`config.mk`:
```
export PLATFORM = sky130hd
export DESIGN_NAME = sd_blk_arbiter
export DESIGN_NICKNAME = d
export VERILOG_FILES = /design/src/rtl/sd_blk_arbiter_pkg.sv /design/src/rtl/sd_blk_arbiter_rr_pick.sv /design/src/rtl/sd_blk_arbiter.sv
export SDC_FILE = /design/constraint.sdc
export NUM_CORES = 1
export LEC_CHECK = 0
export CORE_MARGIN = 5
export CORE_UTILIZATION = 30
export CTS_BUF_LIST = sky130_fd_sc_hd__clkbuf_8
export CTS_CLUSTER_SIZE = 16
export DETAILED_ROUTE_END_ITERATION = 6
export GPL_ROUTABILITY_DRIVEN = 1
export HOLD_SLACK_MARGIN = 0.1
export PLACE_DENSITY = 0.84
export SLEW_MARGIN = 20
export SYNTH_ARGS = -nofsm -noshare
export SYNTH_HDL_FRONTEND = slang
export SYNTH_HIERARCHICAL = 1
export SYNTH_SLANG_ARGS = --single-unit
export TNS_END_PERCENT = 50
```
`constraint.sdc`:
```
create_clock -name CLK -period 3.1 [get_ports CLK]
set_input_delay 0.62 -clock CLK [delete_from_list [all_inputs] [get_ports CLK]]
set_output_delay 0.62 -clock CLK [all_outputs]
set_load 0.05 [all_outputs]
```
`src/rtl/sd_blk_arbiter_pkg.sv`:
```
// Shared types and constants for the SD block-channel arbiter and its round-robin picker.
package sd_blk_arbiter_pkg;

  localparam int MAX_DRIVES = 4;
  localparam int GRANT_W    = 2;
  localparam int TIMEOUT_W  = 24;

  typedef enum logic [2:0] {
    IDLE    = 3'd0,
    REQ     = 3'd1,
    XFER    = 3'd2,
    RELEASE = 3'd3,
    FLUSH   = 3'd4
  } arb_state_t;

endpackage

```
`src/rtl/sd_blk_arbiter_rr_pick.sv`:
```
// Combinational round-robin selector: first set bit of req_i searching upward from last_i + 1.
module rr_pick
  import sd_blk_arbiter_pkg::*;
#(
  parameter int N = MAX_DRIVES
) (
  input  logic [N-1:0]       req_i,
  input  logic [GRANT_W-1:0] last_i,
  output logic               valid_o,
  output logic [GRANT_W-1:0] idx_o
);

  logic [MAX_DRIVES-1:0] req_ext;
  logic [GRANT_W-1:0]    cand;

  assign req_ext = MAX_DRIVES'(req_i);

  // Walk from the farthest candidate to the nearest so the nearest one wins.
  always_comb begin
    valid_o = 1'b0;
    idx_o   = '0;
    cand    = '0;
    for (int k = N; k >= 1; k--) begin
      cand = GRANT_W'((int'(last_i) + k) % N);
      if (req_ext[cand]) begin
        valid_o = 1'b1;
        idx_o   = cand;
      end
    end
  end

endmodule

```
`src/rtl/sd_blk_arbiter.sv`:
```
// Four-to-one arbiter from per-drive SD block request ports onto the single host SD block channel.
// Optional watchdog on REQ/XFER enabled by defining SD_ARB_TIMEOUT_EN.
module sd_blk_arbiter
  import sd_blk_arbiter_pkg::*;
#(
  parameter int                   NUM_DRIVES     = 4,
  parameter logic [TIMEOUT_W-1:0] TIMEOUT_CYCLES = 24'd16777215
) (
  input  logic                    CLK,
  input  logic                    RESET_N,
  input  logic [32*NUM_DRIVES-1:0] drv_lba,
  input  logic [NUM_DRIVES-1:0]   drv_rd,
  input  logic [NUM_DRIVES-1:0]   drv_wr,
  output logic [NUM_DRIVES-1:0]   drv_ack,
  output logic [NUM_DRIVES-1:0]   drv_buff_wr,
  input  logic [8*NUM_DRIVES-1:0] drv_buff_din,
  output logic [31:0]             sd_lba,
  output logic                    sd_rd,
  output logic                    sd_wr,
  input  logic                    sd_ack,
  input  logic                    sd_buff_wr,
  output logic [7:0]              sd_buff_din,
  output logic                    busy,
  output logic [1:0]              grant,
  output logic [2:0]              dbg_state_o
`ifdef SD_ARB_TIMEOUT_EN
  ,
  output logic                    timeout_err
`endif
);

  // Handshake: a drive holds rd/wr until it sees its ack; once sd_rd/sd_wr is raised to the
  // host it stays high until sd_ack, and the transfer lasts as long as sd_ack stays high.

  arb_state_t         state_q, state_d;
  logic [GRANT_W-1:0] grant_q, grant_d;
  logic [GRANT_W-1:0] ptr_q, ptr_d;
  logic [31:0]        lba_q, lba_d;
  logic               rd_q, rd_d;
  logic               wr_q, wr_d;
  logic               busy_q;

  logic [31:0]           lba_arr [MAX_DRIVES];
  logic [7:0]            din_arr [MAX_DRIVES];
  logic [MAX_DRIVES-1:0] rd_ext;
  logic [MAX_DRIVES-1:0] ack_ext;
  logic [MAX_DRIVES-1:0] bwr_ext;
  logic                  pick_valid;
  logic [GRANT_W-1:0]    pick_idx;

  for (genvar i = 0; i < MAX_DRIVES; i++) begin : g_arr
    if (i < NUM_DRIVES) begin : g_on
      assign lba_arr[i] = drv_lba[32*i +: 32];
      assign din_arr[i] = drv_buff_din[8*i +: 8];
    end else begin : g_off
      assign lba_arr[i] = '0;
      assign din_arr[i] = '0;
    end
  end

  assign rd_ext = MAX_DRIVES'(drv_rd);

  rr_pick #(.N(NUM_DRIVES)) u_pick (
    .req_i   (drv_rd | drv_wr),
    .last_i  (ptr_q),
    .valid_o (pick_valid),
    .idx_o   (pick_idx)
  );

`ifdef SD_ARB_TIMEOUT_EN
  logic [TIMEOUT_W-1:0] cnt_q, cnt_d;
  logic                 tmo_q, tmo_d;
`else
  logic unused_timeout_cfg;
  assign unused_timeout_cfg = ^TIMEOUT_CYCLES;
`endif

  always_comb begin
    state_d = state_q;
    grant_d = grant_q;
    ptr_d   = ptr_q;
    lba_d   = lba_q;
    rd_d    = rd_q;
    wr_d    = wr_q;
    case (state_q)
      IDLE: begin
        if (pick_valid) begin
          state_d = REQ;
          grant_d = pick_idx;
          ptr_d   = pick_idx;
          lba_d   = lba_arr[pick_idx];
          rd_d    = rd_ext[pick_idx];
          wr_d    = ~rd_ext[pick_idx];
        end
      end
      REQ: begin
        if (sd_ack) begin
          rd_d    = 1'b0;
          wr_d    = 1'b0;
          state_d = XFER;
        end
      end
      XFER:    if (!sd_ack) state_d = RELEASE;
      RELEASE: state_d = IDLE;
      FLUSH:   if (!sd_ack) state_d = IDLE;
      default: begin
        state_d = FLUSH;
        rd_d    = 1'b0;
        wr_d    = 1'b0;
      end
    endcase
`ifdef SD_ARB_TIMEOUT_EN
    cnt_d = cnt_q;
    tmo_d = tmo_q;
    if (state_q == IDLE) begin
      cnt_d = '0;
    end else if (state_q == REQ || state_q == XFER) begin
      cnt_d = cnt_q + 1'b1;
      // Abandon the transfer; the drive still holds its request and is re-arbitrated.
      if (cnt_d == TIMEOUT_CYCLES) begin
        tmo_d   = 1'b1;
        rd_d    = 1'b0;
        wr_d    = 1'b0;
        state_d = FLUSH;
      end
    end
`endif
  end

  always_ff @(posedge CLK) begin
    if (!RESET_N) begin
      state_q <= FLUSH;
      grant_q <= '0;
      ptr_q   <= GRANT_W'(NUM_DRIVES - 1);
      lba_q   <= '0;
      rd_q    <= 1'b0;
      wr_q    <= 1'b0;
      busy_q  <= 1'b0;
`ifdef SD_ARB_TIMEOUT_EN
      cnt_q   <= '0;
      tmo_q   <= 1'b0;
`endif
    end else begin
      state_q <= state_d;
      grant_q <= grant_d;
      ptr_q   <= ptr_d;
      lba_q   <= lba_d;
      rd_q    <= rd_d;
      wr_q    <= wr_d;
      busy_q  <= (state_d != IDLE);
`ifdef SD_ARB_TIMEOUT_EN
      cnt_q   <= cnt_d;
      tmo_q   <= tmo_d;
`endif
    end
  end

  // Host ack can rise while still in REQ, so routing is open in both REQ and XFER.
  always_comb begin
    ack_ext     = '0;
    bwr_ext     = '0;
    sd_buff_din = 8'h00;
    if (state_q == REQ || state_q == XFER) begin
      ack_ext[grant_q] = sd_ack;
      bwr_ext[grant_q] = sd_buff_wr;
      sd_buff_din      = din_arr[grant_q];
    end
  end

  assign drv_ack     = ack_ext[NUM_DRIVES-1:0];
  assign drv_buff_wr = bwr_ext[NUM_DRIVES-1:0];
  assign sd_lba      = lba_q;
  assign sd_rd       = rd_q;
  assign sd_wr       = wr_q;
  assign busy        = busy_q;
  assign grant       = grant_q;
  assign dbg_state_o = state_q;
`ifdef SD_ARB_TIMEOUT_EN
  assign timeout_err = tmo_q;
`endif

endmodule

```
# After elaboration in Yosys (flattened, before gate mapping)
# Index checks and enable logic that the tools add are counted.
[op_classes]
add_sub_neg = 4
n_lt_le_gt_ge = 9
eq_ne = 6
n_mux = 39
n_bitwise = 7
n_reduce_logical = 7
[op_table]
columns = ["op", "n"]
rows = [
  ["32-bit binary-select mux with 2-bit select", 1],
  ["32-bit 2-to-1 mux", 2],
  ["8-bit 2-to-1 mux", 3],
  ["2-bit by 3-bit < comparator with 1-bit output (second input constant)", 6],
  ["8-bit binary-select mux with 2-bit select", 1],
  ["3-bit case mux with 5 select lines", 1],
  ["1-bit 2-to-1 mux", 13],
  ["3-bit 2-to-1 mux", 4],
  ["1-bit binary-select mux with 2-bit select", 5],
  ["4-bit AND", 2],
  ["2-bit 2-to-1 mux", 4],
  ["4-bit 2-to-1 mux", 2],
  ["3-bit by 2-bit equality test with 1-bit output (second input constant)", 2],
  ["3-bit greater-or-equal comparator (second input constant)", 2],
  ["2-bit NOT with 3-bit output", 2],
  ["1-bit case mux with 3 select lines", 2],
  ["2-bit by 1-bit adder with 2-bit output (second input constant)", 2],
  ["2-bit adder (second input constant)", 2],
  ["2-bit != test (second input constant)", 2],
  ["4-bit bitwise OR", 1],
  ["3-bit by 1-bit equality test with 1-bit output (second input constant)", 1],
  ["3-bit equality test (second input constant)", 1],
  ["3-bit zero test", 1],
  ["3-bit AND reduction", 1],
  ["other kinds (8)", 9],
]
[word_totals]
reg_bits = 42
in_bits = 172
output_inout_bits = 56
word_cells = 79

# Longest topological paths before layout
[depth]
word_depth = 12
mapped_depth = 9
depth_no_buf = 7

# Modules after synthesis
# The synthesis kept the hierarchy.
[by_module_without_submodules]
columns = ["module", "instances", "cells_per_inst", "area_each_um2", "seq_area_each_um2"]
rows = [
  ["sd_blk_arbiter", 1, 200, 2595.0, 840.8],
  ["rr_pick", 1, 14, 91.3, 0.0],
]

# Worst setup path after synthesis
# OpenSTA, ideal clock, no wires.
[synth_timing]
kind = "register -> output"
from = "register state_q[0] (netlist: dbg_state_o[0])"
to = "output drv_ack[0]"
arrival_ns = 2.680
t_required_ns = 2.480
slack_ns = -0.200
path_stages_with_launch = 4
path_buffers = 0
path_cell_list = "dfxtp_1 -> nand2b_1 -> a21o_1 -> nor4_1"
[synth_between]
elab_chain_cells = 3
elab_cells_between_ends = 4
cone_classes = "2 x eq/ne; 1 x mux; 1 x reduce/logical"
[synth_rtl]
columns = ["item", "line_no", "source"]
rows = [
  ["from (decl)", "sd_blk_arbiter.sv:35", "arb_state_t state_q, state_d;"],
  ["from (signal assigned)", "sd_blk_arbiter.sv:144", "state_q <= state_d;"],
  ["3-bit by 1-bit equality test with 1-bit output or 3-bit by 2-bit equality test with 1-bit output (tied branches)", "sd_blk_arbiter.sv:163", "if (state_q == REQ || state_q == XFER) begin"],
  ["1-bit logical OR (*)", "sd_blk_arbiter.sv:163", ""],
  ["4-bit 2-to-1 mux (*)", "sd_blk_arbiter.sv:163", ""],
  ["to (decl)", "sd_blk_arbiter.sv:14", "output logic [NUM_DRIVES-1:0] drv_ack,"],
]
# Every way passes the cells marked *; elsewhere a longest branch is shown, timed or not.

# Worst setup path in the final report
[layout_timing]
from = "register state_q[1] (netlist: dbg_state_o[1])"
to = "output drv_buff_wr[3]"
[layout_between]
elab_chain_cells = 3
elab_cells_between_ends = 4
cone_classes = "2 x eq/ne; 1 x mux; 1 x reduce/logical"
[layout_rtl]
columns = ["item", "line_no", "source"]
rows = [
  ["3-bit by 1-bit equality test with 1-bit output or 3-bit by 2-bit equality test with 1-bit output (tied branches)", "sd_blk_arbiter.sv:163", ""],
  ["1-bit logical OR (*)", "sd_blk_arbiter.sv:163", ""],
  ["4-bit 2-to-1 mux (*)", "sd_blk_arbiter.sv:163", ""],
  ["to (decl)", "sd_blk_arbiter.sv:15", "output logic [NUM_DRIVES-1:0] drv_buff_wr,"],
]
# Marked as above.

==> results summary <==
The worst setup slack for register-to-register paths came out at 1060 ps. The area of all sequential standard cells came out at approximately 840 µm². The TritonCTS sink count is 42. Tracing the worst setup path back leads to its startpoint at dbg_state_o[1]. The worst setup path is launched from a flop. The worst pin sits at a relative slew slack of ~56%. The total DRC errors in the routed layout came out at 0. The worst setup path is of the flop to primary output kind. The transition time at the pin with the least slew margin is ~650 ps.

The critical path data arrival time came out at approximately 2200 ps. By area the synthesized netlist is led by sky130_fd_sc_hd__mux4_2 (34%), sky130_fd_sc_hd__dfxtp_1 (31%), sky130_fd_sc_hd__a22o_1 (10%). Counting instances, the worst hold path has a depth of 1. The sequential element share of the synthesized area came out at a little under a third. The cell at the root of the clock tree is sky130_fd_sc_hd__clkbuf_8. The global route total overflow is 0. The sequential cell fraction of total power came out at between 30% and 40%. The average wire per standard cell came out at about 19 µm. The Yosys warning count is 6. Counting along the longest clock path gives a buffer depth of 2. The fraction of the core area covered by cells at the end of the flow is between 50% and 60%.

The number of nets in the final layout came out at 606. The clock slew at the register clock pins of the worst setup and hold paths is about 90 ps. Setup repair after global routing left no endpoint under its margin. The floorplan die area is around 11000 µm².

TritonCTS built the clock tree. The most area-hungry cell type in the Yosys netlist is sky130_fd_sc_hd__mux4_2. The starting density of the core came out at 30.80%. The via count of the first global-routing pass was a little over 3000. Traced cell by cell, the critical path runs through nand2b_1, a21oi_2, nand2_1, nor2_1, dlygate4sd2_1. The die boundary height came out at roughly 100 µm. The leakage power figure is around 1.9 nW.

After synthesis, the most frequently instantiated cells are sky130_fd_sc_hd__dfxtp_1 (42), sky130_fd_sc_hd__mux4_2 (41), sky130_fd_sc_hd__a22o_1 (32). The net switching fraction of the power came out at about a third. The number of top-level design ports came out at between 200 and 250. The number of cell instances on the worst register-to-register path is 6.

The number of cell rows is 34. The slowest stage of the critical path belongs to the cell sky130_fd_sc_hd__dlygate4sd2_1. The core region is approximately 8700 µm². The number of setup buffers added after CTS is 0.

Per report_power, the combinational group accounts for a little under half of the total. The largest fanout on the critical path is 9. Of the cells placed in the final design, the portion with a size suffix greater than 1 is roughly 19%. The fraction of synthesis flops using an asynchronous set or reset pin came out at 0%.

The synthesized design contains 42 register bits. The final-report setup violation count came out at 0. The clock share of power came out at between 20% and 30%. The startpoint identified for the worst register-to-register timing path is ptr_q[1]. The average via count per standard cell came out at slightly above 5.

The highest cell delay on the worst timing path came out at 550 ps. For this block, the routed nets add up to around 11000 µm of wire. The number of levels in the clock H-tree came out at 2. The layout overhead on the synthesized area is 89.61%. The post-synthesis instance area is around 2700 µm². The worst hold path belongs to the class flop to flop. The max-cap check violation count is 0.

The final-layout fill cell count came out at roughly 740. The estimated wirelength of the detail-placed design is about 8800 µm. After layout, the design draws a total of ~1.9 mW.

The power density normalized to cell area came out at around 370 nW/µm². The number of pins with negative max-slew slack in the final report was 0. Buffers placed on the I/O ports in this run total approximately 230. The number of resized instances in the post-cts repair step is 1. The hold buffer count at CTS is 0. The number of nets in the synthesized netlist is between 300 and 400. Summed over all nets, the switching power comes to roughly 0.64 mW. The number of antenna cells inserted is 0. The average cell area after synthesis is around 13 µm². The overall global routing resource usage came out at 18.87%. The total via count in the routed design is around 2800.

The count of flip-flops with a built-in enable after synthesis came out at 0. The endpoint required time on the critical path came out at 2480 ps. The die width came out at 104.6 µm. Of the available clock period, the critical path in the final layout requires 91.43%. The final count of hold timing violations was 0. The total cell area at the placement stage is 5000 µm². Among all cell types in the netlist, the one instantiated most often is sky130_fd_sc_hd__dfxtp_1. The run finished with clean final reports. Before antenna repair, the detailed router went through 4 iterations. The gate count of the mapped netlist came out at 214. The internal power component is between 1 and 1.5 mW. The first-pass GRT wire length is between 15000 and 20000 µm.

The clock latency at the later pin of the worst-skew pair is ~290 ps. The finished cells cover about 5000 µm². The count of nets left with antenna violations after detail routing is 0. The type of destination of the critical path is a primary output. The minimum clock period came out at about 2800 ps.

The worst clock skew came out at 11.86 ps. Static timing analysis puts the maximum clock frequency at 0.3528 GHz. Yosys mapped the design onto 36 distinct sky130hd cell types.

In this run the most critical hold path is launched from sd_lba[18]. At the end of routability-driven placement, the weighted congestion stood at 0.8256. The number of DRC violations after detailed-routing iteration 0 came out at 132. The number of buffers created by CTS is 5. The area share of the leading cell type in the synthesized netlist is about a third. The predominant post-synthesis flop cell is sky130_fd_sc_hd__dfxtp_1. The peak supply drop came out at 205.4 µV. Entering global routing, the biggest net connects 35 pins.

The multi-input combinational cells in the finished layout cover a total of ~1700 µm². The number of antenna violations at the first check in global routing came out at 0.
metal layers:
layer / vias to the layer above / routed length, µm / GRT usage (%)
li1: 1290 / - / -
met3: 20 / 678 / 5.055
met5: - / 0 / 0
met1: 1371 / 3894 / 20.88
met2: 124 / 5682 / 34.80
met4: 0 / 274 / 6.301
power groups by stage:
stage | Sequential, mW | Combinational [mW] | Clock [mW]
2_1_floorplan | 0.796 | 0.368 | 0
3_5_place_dp | 0.642 | 0.899 | 0
4_1_cts | 0.630 | 0.903 | 0.400
6_report | 0.630 | 0.894 | 0.382
5_1_grt | 0.637 | 0.944 | 0.423
3_3_place_gp | 0.640 | 0.882 | 0
placed cells by master (no fill, tap or decap):
cell type,n
sky130_fd_sc_hd__nor2_1,6
sky130_fd_sc_hd__nand2_2,1
sky130_fd_sc_hd__a21oi_1,4
sky130_fd_sc_hd__nor4_2,1
sky130_fd_sc_hd__buf_4,21
sky130_fd_sc_hd__mux4_2,41
sky130_fd_sc_hd__nor3b_1,1
sky130_fd_sc_hd__nand2b_1,7
sky130_fd_sc_hd__a21o_1,1
sky130_fd_sc_hd__o31ai_1,1
sky130_fd_sc_hd__and3_1,1
sky130_fd_sc_hd__dlygate4sd2_1,1
sky130_fd_sc_hd__a21oi_4,1
sky130_fd_sc_hd__nor4b_2,1
sky130_fd_sc_hd__o22a_1,1
sky130_fd_sc_hd__dfxtp_1,42
sky130_fd_sc_hd__buf_12,2
sky130_fd_sc_hd__nand2_1,13
sky130_fd_sc_hd__o21ai_0,2
sky130_fd_sc_hd__a31oi_1,1
sky130_fd_sc_hd__a22o_1,32
sky130_fd_sc_hd__o221ai_4,1
sky130_fd_sc_hd__and2b_1,1
sky130_fd_sc_hd__and2_1,8
sky130_fd_sc_hd__a21oi_2,2
sky130_fd_sc_hd__clkbuf_8,6
sky130_fd_sc_hd__nand3_1,2
sky130_fd_sc_hd__clkdlybuf4s50_1,211
sky130_fd_sc_hd__or2_2,4
sky130_fd_sc_hd__o21a_1,1
sky130_fd_sc_hd__nor2b_4,1
sky130_fd_sc_hd__inv_6,1
sky130_fd_sc_hd__nor2_4,1
sky130_fd_sc_hd__inv_1,4
sky130_fd_sc_hd__nor2b_1,1
sky130_fd_sc_hd__a21boi_1,2
sky130_fd_sc_hd__nor3_1,4
sky130_fd_sc_hd__mux2i_1,2
sky130_fd_sc_hd__a32o_1,2
cells by family after synthesis:
logic type,after synthesis,synth area share [%]
and+or+nand+nor,53,11.18
DFF,42,31.30
AOI/OAI and AO/OA,51,15.65
buffers and inverters,25,6.753
muxes,43,35.12
worst paths after layout:
path                     to
max          drv_buff_wr[3]
min              sd_lba[18]
max reg2reg      sd_lba[21]
min reg2reg      sd_lba[18]
registers in the layout, summed over array words and instances, names as in the netlist:
register     flops
busy             1
dbg_state_o      3
grant            2
ptr_q            2
sd_lba          32
sd_rd            1
sd_wr            1
cell type report:
| type | count | share of cell area [%] |
|---|---|---|
| timing repair buffer | 235 | 45.52 |
| sequential | 42 | 16.51 |
| clock inverter | 2 | 0.2456 |
| tap | 108 | 2.653 |
| inverter | 3 | 0.2211 |
| clock buffer | 6 | 1.621 |
| multi-input combinational | 147 | 33.23 |
worst max-delay path: cells and delay by family (launching register included):
kind	cells	cell delay [ps]
DFF	1	540
and+or+nand+nor	3	480
AOI/OAI and AO/OA	1	350
buffers and inverters	1	550
through the flow:
stage	setup TNS (ps)	setup WS [ps]	std cells	hold WS, ps
2_1_floorplan	-41.14	-41.14	214	487.3
4_1_cts	0	255.5	543	488.9
3_3_place_gp	0	164.6	535	459.5
5_1_grt	0	95.46	543	498.1
6_report	0	265.5	543	483.6
3_5_place_dp	0	110.4	535	462.5
Note: power is estimated with default switching activity, not from simulation.
